## config.mk

```make
export PLATFORM = sky130hd
export DESIGN_NAME = mult_share_ctrl_flat
export DESIGN_NICKNAME = d
export VERILOG_FILES = /design/src/rtl/mult_share_ctrl_if.sv /design/src/rtl/mult_share_ctrl.sv /design/src/flat_wrapper.sv
export SDC_FILE = /design/constraint.sdc
export NUM_CORES = 1
export LEC_CHECK = 0
export BUFFER_PORTS_ARGS = -buffer_cell sky130_fd_sc_hd__clkbuf_2
export CAP_MARGIN = 5
export CORE_UTILIZATION = 43
export CTS_BUF_LIST = sky130_fd_sc_hd__clkbuf_2 sky130_fd_sc_hd__clkbuf_4 sky130_fd_sc_hd__clkbuf_8
export DETAILED_ROUTE_END_ITERATION = 7
export PLACE_DENSITY = 0.79
export SLEW_MARGIN = 15
export SYNTH_ARGS = -nofsm -noshare
export SYNTH_HDL_FRONTEND = slang
export SYNTH_SLANG_ARGS = --single-unit
```

## constraint.sdc

```tcl
create_clock -name clk -period 1.75 [get_ports clk]
set_input_delay 0.0875 -clock clk [delete_from_list [all_inputs] [get_ports clk]]
set_output_delay 0.0875 -clock clk [all_outputs]
set_load 0.03 [all_outputs]
```

## src/rtl/mult_share_ctrl_if.sv

```systemverilog
`default_nettype none
// ============================================================================
//  Module      : mult_share_ctrl_if
//  Description : Bundle of the requester-side and multiplier-side signals of
//                mult_share_ctrl.
//                  req/req_a/req_b     requester request level and operands
//                  gnt/rsp_*           grant, response strobe, product, error
//                  busy                controller not idle
//                  mult_*              link to the shared external multiplier
//                The slave modport is the controller; the master modport is
//                the environment (requesters plus multiplier).
//  Revision    : 1.0  initial release
// ============================================================================
interface mult_share_ctrl_if #(
  parameter int NREQ = 4,
  parameter int W    = 8
);
  logic [NREQ-1:0]   req;
  logic [NREQ*W-1:0] req_a;
  logic [NREQ*W-1:0] req_b;
  logic [NREQ-1:0]   gnt;
  logic [NREQ-1:0]   rsp_valid;
  logic [W-1:0]      rsp_product;
  logic              rsp_err;
  logic              busy;
  logic              mult_start;
  logic [W-1:0]      mult_a;
  logic [W-1:0]      mult_b;
  logic              mult_done;
  logic [W-1:0]      mult_product;

  modport slave (
    input  req, req_a, req_b, mult_done, mult_product,
    output gnt, rsp_valid, rsp_product, rsp_err, busy, mult_start, mult_a, mult_b
  );

  modport master (
    output req, req_a, req_b, mult_done, mult_product,
    input  gnt, rsp_valid, rsp_product, rsp_err, busy, mult_start, mult_a, mult_b
  );
endinterface
`default_nettype wire

```

## src/rtl/mult_share_ctrl.sv

```systemverilog
`default_nettype none
// ============================================================================
//  Module      : mult_share_ctrl
//  Description : Round-robin controller that shares one external multi-cycle
//                multiplier among NREQ requesters. Grants one requester,
//                latches its operands, pulses mult_start, waits for
//                mult_done (guarded by a watchdog) and returns the product
//                with a one-cycle rsp_valid strobe.
//  Ports       : clk  - clock, rising edge
//                rst  - asynchronous reset, active high
//                bus  - mult_share_ctrl_if.slave (requests, grant, response,
//                       multiplier start/operands/done/product)
//  Revision    : 1.0  initial release
// ============================================================================
module mult_share_ctrl #(
  parameter int NREQ    = 4,
  parameter int W       = 8,
  parameter int TIMEOUT = 12
) (
  input  wire logic         clk,
  input  wire logic         rst,
  mult_share_ctrl_if.slave  bus
);

  localparam int c_PTR_W = $clog2(NREQ);
  localparam int c_CNT_W = $clog2(TIMEOUT + 1);

  typedef enum logic [1:0] {
    S_IDLE  = 2'd0,
    S_START = 2'd1,
    S_WAIT  = 2'd2,
    S_RESP  = 2'd3
  } state_t;

  state_t               r_state;
  logic [c_PTR_W-1:0]   r_ptr;
  logic [c_PTR_W-1:0]   r_win;
  logic [c_CNT_W-1:0]   r_wait_cnt;

  logic                 w_found;
  logic [c_PTR_W-1:0]   w_win;
  logic [c_PTR_W-1:0]   w_next_ptr;

  // Round-robin search starting at r_ptr. Walking the offsets downwards lets
  // the smallest offset with a request overwrite any larger one.
  always_comb begin
    w_found = 1'b0;
    w_win   = '0;
    for (int k = NREQ - 1; k >= 0; k--) begin
      if (bus.req[(int'(r_ptr) + k) % NREQ]) begin
        w_found = 1'b1;
        w_win   = c_PTR_W'((int'(r_ptr) + k) % NREQ);
      end
    end
  end

  assign w_next_ptr = (w_win == c_PTR_W'(NREQ - 1)) ? '0 : w_win + 1'b1;

  always_ff @(posedge clk or posedge rst) begin
    if (rst) begin
      r_state         <= S_IDLE;
      r_ptr           <= '0;
      r_win           <= '0;
      r_wait_cnt      <= '0;
      bus.gnt         <= '0;
      bus.rsp_valid   <= '0;
      bus.rsp_product <= '0;
      bus.rsp_err     <= 1'b0;
      bus.busy        <= 1'b0;
      bus.mult_start  <= 1'b0;
      bus.mult_a      <= '0;
      bus.mult_b      <= '0;
    end else begin
      // Single-cycle strobes default low.
      bus.mult_start <= 1'b0;
      bus.rsp_valid  <= '0;
      case (r_state)
        S_IDLE: begin
          if (w_found) begin
            r_win          <= w_win;
            r_ptr          <= w_next_ptr;
            bus.gnt        <= NREQ'(1) << w_win;
            bus.mult_a     <= bus.req_a[int'(w_win) * W +: W];
            bus.mult_b     <= bus.req_b[int'(w_win) * W +: W];
            // Raised here so the pulse occupies exactly the START cycle.
            bus.mult_start <= 1'b1;
            bus.busy       <= 1'b1;
            r_state        <= S_START;
          end
        end
        S_START: begin
          // mult_done may still be high from the previous operation; it is
          // not looked at until the multiplier has seen this start pulse.
          r_wait_cnt <= '0;
          r_state    <= S_WAIT;
        end
        S_WAIT: begin
          if (bus.mult_done) begin
            bus.rsp_product <= bus.mult_product;
            bus.rsp_err     <= 1'b0;
            bus.rsp_valid   <= NREQ'(1) << r_win;
            r_state         <= S_RESP;
          end else if (r_wait_cnt == c_CNT_W'(TIMEOUT)) begin
            bus.rsp_product <= '0;
            bus.rsp_err     <= 1'b1;
            bus.rsp_valid   <= NREQ'(1) << r_win;
            r_state         <= S_RESP;
          end else begin
            r_wait_cnt <= r_wait_cnt + 1'b1;
          end
        end
        S_RESP: begin
          bus.gnt  <= '0;
          bus.busy <= 1'b0;
          r_state  <= S_IDLE;
        end
        default: r_state <= S_IDLE;
      endcase
    end
  end

endmodule
`default_nettype wire
```

## src/flat_wrapper.sv

```systemverilog
// flat-port wrapper written by rule: the top's interface ports become plain ports
module mult_share_ctrl_flat 
#(
  parameter int NREQ    = 4,
  parameter int W       = 8,
  parameter int TIMEOUT = 12
)
  (clk, rst, bus_req, bus_req_a, bus_req_b, bus_mult_done, bus_mult_product, bus_gnt, bus_rsp_valid, bus_rsp_product, bus_rsp_err, bus_busy, bus_mult_start, bus_mult_a, bus_mult_b);
  mult_share_ctrl_if #(.NREQ(NREQ), .W(W)) bus_i ();
  input  wire logic clk;
  input  wire logic rst;
  input wire logic [$bits(bus_i.req)-1:0] bus_req;
  input wire logic [$bits(bus_i.req_a)-1:0] bus_req_a;
  input wire logic [$bits(bus_i.req_b)-1:0] bus_req_b;
  input wire logic [$bits(bus_i.mult_done)-1:0] bus_mult_done;
  input wire logic [$bits(bus_i.mult_product)-1:0] bus_mult_product;
  output wire logic [$bits(bus_i.gnt)-1:0] bus_gnt;
  output wire logic [$bits(bus_i.rsp_valid)-1:0] bus_rsp_valid;
  output wire logic [$bits(bus_i.rsp_product)-1:0] bus_rsp_product;
  output wire logic [$bits(bus_i.rsp_err)-1:0] bus_rsp_err;
  output wire logic [$bits(bus_i.busy)-1:0] bus_busy;
  output wire logic [$bits(bus_i.mult_start)-1:0] bus_mult_start;
  output wire logic [$bits(bus_i.mult_a)-1:0] bus_mult_a;
  output wire logic [$bits(bus_i.mult_b)-1:0] bus_mult_b;
  assign bus_i.req = bus_req;
  assign bus_i.req_a = bus_req_a;
  assign bus_i.req_b = bus_req_b;
  assign bus_i.mult_done = bus_mult_done;
  assign bus_i.mult_product = bus_mult_product;
  assign bus_gnt = bus_i.gnt;
  assign bus_rsp_valid = bus_i.rsp_valid;
  assign bus_rsp_product = bus_i.rsp_product;
  assign bus_rsp_err = bus_i.rsp_err;
  assign bus_busy = bus_i.busy;
  assign bus_mult_start = bus_i.mult_start;
  assign bus_mult_a = bus_i.mult_a;
  assign bus_mult_b = bus_i.mult_b;
  mult_share_ctrl #(.NREQ(NREQ), .W(W), .TIMEOUT(TIMEOUT)) u_core (.clk(clk), .rst(rst), .bus(bus_i));
endmodule
```

After elaboration in Yosys (flattened, before gate mapping). Cells that the tools add are included.

Register bits: 45. Input bits: 79. Output and inout port bits: 35. Word-level logic and storage cells: 89.

$add $sub $neg: 5. Magnitude comparators: 4. Eq/ne operators: 9. Shift-type cells: 4. Muxes and demuxes: 40. Bitwise logic cells: 3. Reduce and logical (&&, ||, !) cells: 12.

Operators with widths (count): $shiftx 32x6->8 (2); $mux 4 (6); $mux 1 (16); $mux 2 (8); $mux 8 (2); $pmux 4 s2 (2); $lt 3x4->1 const B (3); $bmux 1 s2 (4); $pmux 2 s4 (1); $reduce_and 2->1 (4); $shl 1x2->4 const A (2); $eq 2x2->1 const B (3); $reduce_bool 2->1 (3); $reduce_or 2->1 (3); $add 2x1->2 const B (2); $add 2x2->2 const B (2); $add 4x1->4 const B (1); $eq 4x4->1 const B (1); $ne 2x2->1 const B (2); $and 1x1->1 const A (3); $lt 2x3->1 const B (1); $ne 3x2->1 const B (1); $reduce_and 3->1 (1); $eq 2x1->1 const B (1); 3 further kinds (3).

Logic depth before layout (Yosys ltp).
Depth in word-level cells: 13. Gate-level depth with buffers: 8. Gate-level depth less buffers: 7.

Least setup slack after synthesis. Ideal clock, no wire load.

Kind: register -> register. Start: register u_core.r_ptr[1]. End: register u_core.bus.mult_a[0]. Library setup time: 0.138 ns. Data arrival time: 1.486 ns. Data required time: 1.612 ns. Setup slack: 0.126 ns. Cell stages (with the launch flop): 8. Path buffers: 2. Period minus slack after synthesis: 1.624 ns. Path through: dfrtp_1 > a21o_1 > a21oi_1 > o22a_1 > buf_6 > buf_4 > mux2i_1 > o221ai_1.

Cells in the longest elaborated chain, start to end: 9. Elaborated cells between the ends (all ways): 24. Classes of those cells: add/sub (3); shift (1); mux (19); reduce/logical (1).

Ends and longest elaborated chain: from (decl) (RTL line mult_share_ctrl.sv:36) `logic [c_PTR_W-1:0] r_ptr;`; from (signal assigned) (RTL line mult_share_ctrl.sv:81) `r_ptr <= w_next_ptr;`; $add 2x2->2 (RTL line mult_share_ctrl.sv:50, mult_share_ctrl.sv:52); $bmux 1 s2 (RTL line mult_share_ctrl.sv:50) `if (bus.req[(int'(r_ptr) + k) % NREQ]) begin`; $mux 1 (implied by the code) (2 in series) (RTL line mult_share_ctrl.sv:50); $mux 2 or $mux 1 (tied branches) (4 in series) (RTL line mult_share_ctrl.sv:50); $shiftx 32x6->8 or $reduce_and 2->1 (tied branches); to (signal assigned) (RTL line mult_share_ctrl.sv:83) `bus.mult_a <= bus.req_a[int'(w_win) * W +: W];`; to (decl) (RTL line mult_share_ctrl_if.sv:34) `output gnt, rsp_valid, rsp_product, rsp_err, busy, mult_start, mult_a, mult_b`.

Parallel ways exist; a longest one is shown, timed or not. The select of a mux whose other input is x is not followed. A chain may end at the register's enable or synchronous reset.

Final worst setup path.
Start: register u_core.r_ptr[1]. End: register u_core.bus.mult_a[1].

The elaborated chain is that of the path after synthesis.

==> results.py <==
metrics = {
    "clock_tree": {
        "clk_pin_slew_ns": 0.09,
        "cts_root_buffer": "clkbuf_8",
        "cts_buffer_depth": 2,
        "cts_tree": "built",
        "htreeDepth": 2,
        "cts.sink_count": 45,
        "worstSkewPairLatency_ns": 0.30,
        "postCtsSetupRepairBufs": 0,
        "cts_buffers": 5,
    },
    "yosys": {
        "synthFlopType": "dfrtp_1",
        "ys_seq_elements": 45,
        "synth_cell_types": 42,
        "yosysSeqAreaShare": 0.484,
        "syn_nets": 297,
        "ys_warn_count": 0,
        "synth_edf_count": 0,
        "yosysTopAreaCellShare": 0.484,
        "synthArstFlopShare": 1.00,
        "synth_top_cell_by_area": "dfrtp_1",
        "netlist_area_mm2": 0.00233,
        "postSynthAreaPerCell_um2": 11.0,
        "synth.area.top_cells": "dfrtp_1 48%, mux2i_1 14%, o221ai_1 6.0%, nand2_1 3.7%, a22o_1 3.4%",
        "syn_inst": 212,
        "synth_common_cells": "45 x dfrtp_1, 32 x mux2i_1, 23 x nand2_1, 16 x o221ai_1, 14 x a21oi_1",
        "synth.most_common_cell": "dfrtp_1",
    },
    "sta": {
        "post-route-period-util": 0.948,
        "finalSetupTns_ns": 0,
        "slew_viol_final": 0,
        "timing.hold.ws_ns": 0.0110,
        "timing.final.ws_setup_ns": 0.0916,
        "post-route-min-period_ns": 1.66,
        "clock.fmax_mhz": 603,
        "clock-skew-final_ns": 0.00780,
        "slew_headroom": 0.623,
        "setup_violations": 0,
        "hold_violations": 0,
        "worst_pin_slew_ns": 0.565,
    },
    "min_path": {
        "hold-path-endpoint": "u_core.bus.rsp_product[2]",
        "hold_path_class": "in -> reg",
        "min_path_cells": 2,
        "hold_start": "bus_mult_product[2]",
    },
    "place": {
        "port_buffers": 113,
        "pre_cts_ws_ns": 0.0664,
        "post-place-cells": 391,
        "place.detailed.hpwl_um": 4350,
        "gp_congestion": 0.759,
    },
    "die": {
        "die_x_um": 75.5,
        "coreArea_mm2": 0.00517,
        "die_h_um": 75.5,
        "rows": 26,
        "ios": 114,
        "initial_core_util": 0.450,
        "die_area_mm2": 0.00571,
    },
    "route": {
        "wirelength_um": 6020,
        "dr.first_iter.drc_count": 110,
        "vias": 2119,
        "vias_per_cell": 5.25,
        "first_pass_iters": 4,
        "ant_nets": 0,
        "drc": 0,
        "wl_per_cell_um": 14.9,
    },
    "worst_setup_path": {
        "cp_max_fo": 13,
        "r2r_slack_ns": 0.09,
        "start_kind": "register",
        "r2r-start": "u_core.r_ptr[1]",
        "cp.required_ns": 1.92,
        "rr_endpoint": "u_core.bus.mult_a[1]",
        "reg2regPathDepth": 6,
        "arrival_ns": 1.83,
        "critPathKind": "reg -> reg",
        "end_kind": "register",
    },
    "cells_and_area": {
        "areaGrowthSynthToFinish_pct": 35.1,
        "final_cells": 404,
        "antenna_cells": 0,
        "drive_gt1_frac": 0.422,
        "final_nets": 418,
    },
    "global_route": {
        "antenna_found_initial": 0,
        "overflow": 0,
        "grtUsageTotal": 0.213,
        "grt_max_degree": 46,
        "grt_first_pass_wirelength_um": 8970,
        "grt_pass1_vias": 1940,
    },
    "power_and_ir_drop": {
        "finalPower_mw": 5.44,
        "power_density_mw_per_mm2": 1730,
        "peakVddDrop_mv": 0.790,
        "leakage_nw": 1.67,
    },
    "job": {
        "maxCapViolCount": 0,
    },
    "status": {
        "status": "finished clean",
    },
}
## layout by cell type (no fill, tap or decap), drive strengths merged, types with 6 or more instances in the layout
cell type	instances
o221ai	16
a22o	9
nor2	6
inv	11
ha	6
buf	8
mux2i	32
nand2	25
clkbuf	120
a21oi	14
dfrtp	45
## layout make-up
type | instances | area, um2
Fill cell | 448 | 2030
Tap cell | 70 | 87.6
Clock buffer | 6 | 76.3
Timing Repair Buffer | 126 | 703
Clock inverter | 2 | 10.0
Sequential cell | 45 | 1130
Multi-Input combinational cell | 144 | 1100
Inverter | 11 | 41.3
## state kept, by name, summed over array words and instances, names as in the netlist
name	count
u_core.bus.rsp_valid	4
u_core.r_wait_cnt	4
u_core.bus.mult_a	8
u_core.bus.gnt	4
u_core.r_win	2
u_core.bus.rsp_err	1
u_core.r_state	2
u_core.r_ptr	2
u_core.bus.busy	1
u_core.bus.mult_b	8
u_core.bus.mult_start	1
u_core.bus.rsp_product	8
## timing repair
| action | CTS | global route |
|---|---|---|
| resized for setup | 0 | 4 |
| hold endpoints to repair | 48 | 0 |
| hold buffers | 4 | 0 |
| setup endpoints to repair | 0 | 15 |
## power breakdown
part           switching [mW]  internal, mW  leakage (nW)  total [mW]
logic                    1.83          1.14          1.06        2.97
registers               0.313          1.50         0.565        1.81
clock network           0.362         0.293        0.0484       0.655
total                    2.51          2.93          1.67        5.44
## worst max-delay path, cell delays in order (launching register included)
cell and delay, ns:
dfrtp_2 0.45, a21o_1 0.17, a21oi_1 0.13, o22a_2 0.23, clkbuf_16 0.21, mux2i_1 0.21
o221ai_1 0.13
## routing by layer
layer | wire length [um] | GRT usage | share of wire | up-vias
li1 | - | - | - | 1022
met1 | 2580 | 0.275 | 0.43 | 1034
met2 | 3160 | 0.350 | 0.52 | 55
met3 | 197 | 0.0450 | 0.033 | 8
met4 | 83 | 0.0905 | 0.014 | 0
met5 | 0 | 0 | 0 | -
## cell families (layout without fill, tap and decap cells)
group	count (synthesis)	count (layout)	synth area share
xor+xnor	3	3	0.0113
simple gates	48	48	0.107
flops	45	45	0.484
mux	33	33	0.143
compound gates	54	54	0.174
buf+inv	23	145	0.0489
fa+ha+maj	6	6	0.0323
## worst max-delay path by stage
stage,start,to,slack [ns]
final,u_core.r_ptr[1],u_core.bus.mult_a[1],0.09
after CTS,u_core.r_ptr[0],u_core.bus.mult_b[7],0.06
after global placement,u_core.r_ptr[0],u_core.r_ptr[0],0.14
after floorplan,u_core.r_ptr[1],u_core.bus.mult_a[0],0.13
after global routing,u_core.r_wait_cnt[0],u_core.bus.rsp_product[0],-0.0009
after detailed placement,u_core.r_ptr[1],u_core.bus.mult_a[1],0.07
## per-stage QoR
step                 util  cell area (um2)
floorplan               -             2330
global placement    0.576             2980
detailed placement  0.576             2980
CTS                 0.601             3110
global route        0.608             3140
finish              0.608             3140
(Power assumes the default switching activity.)
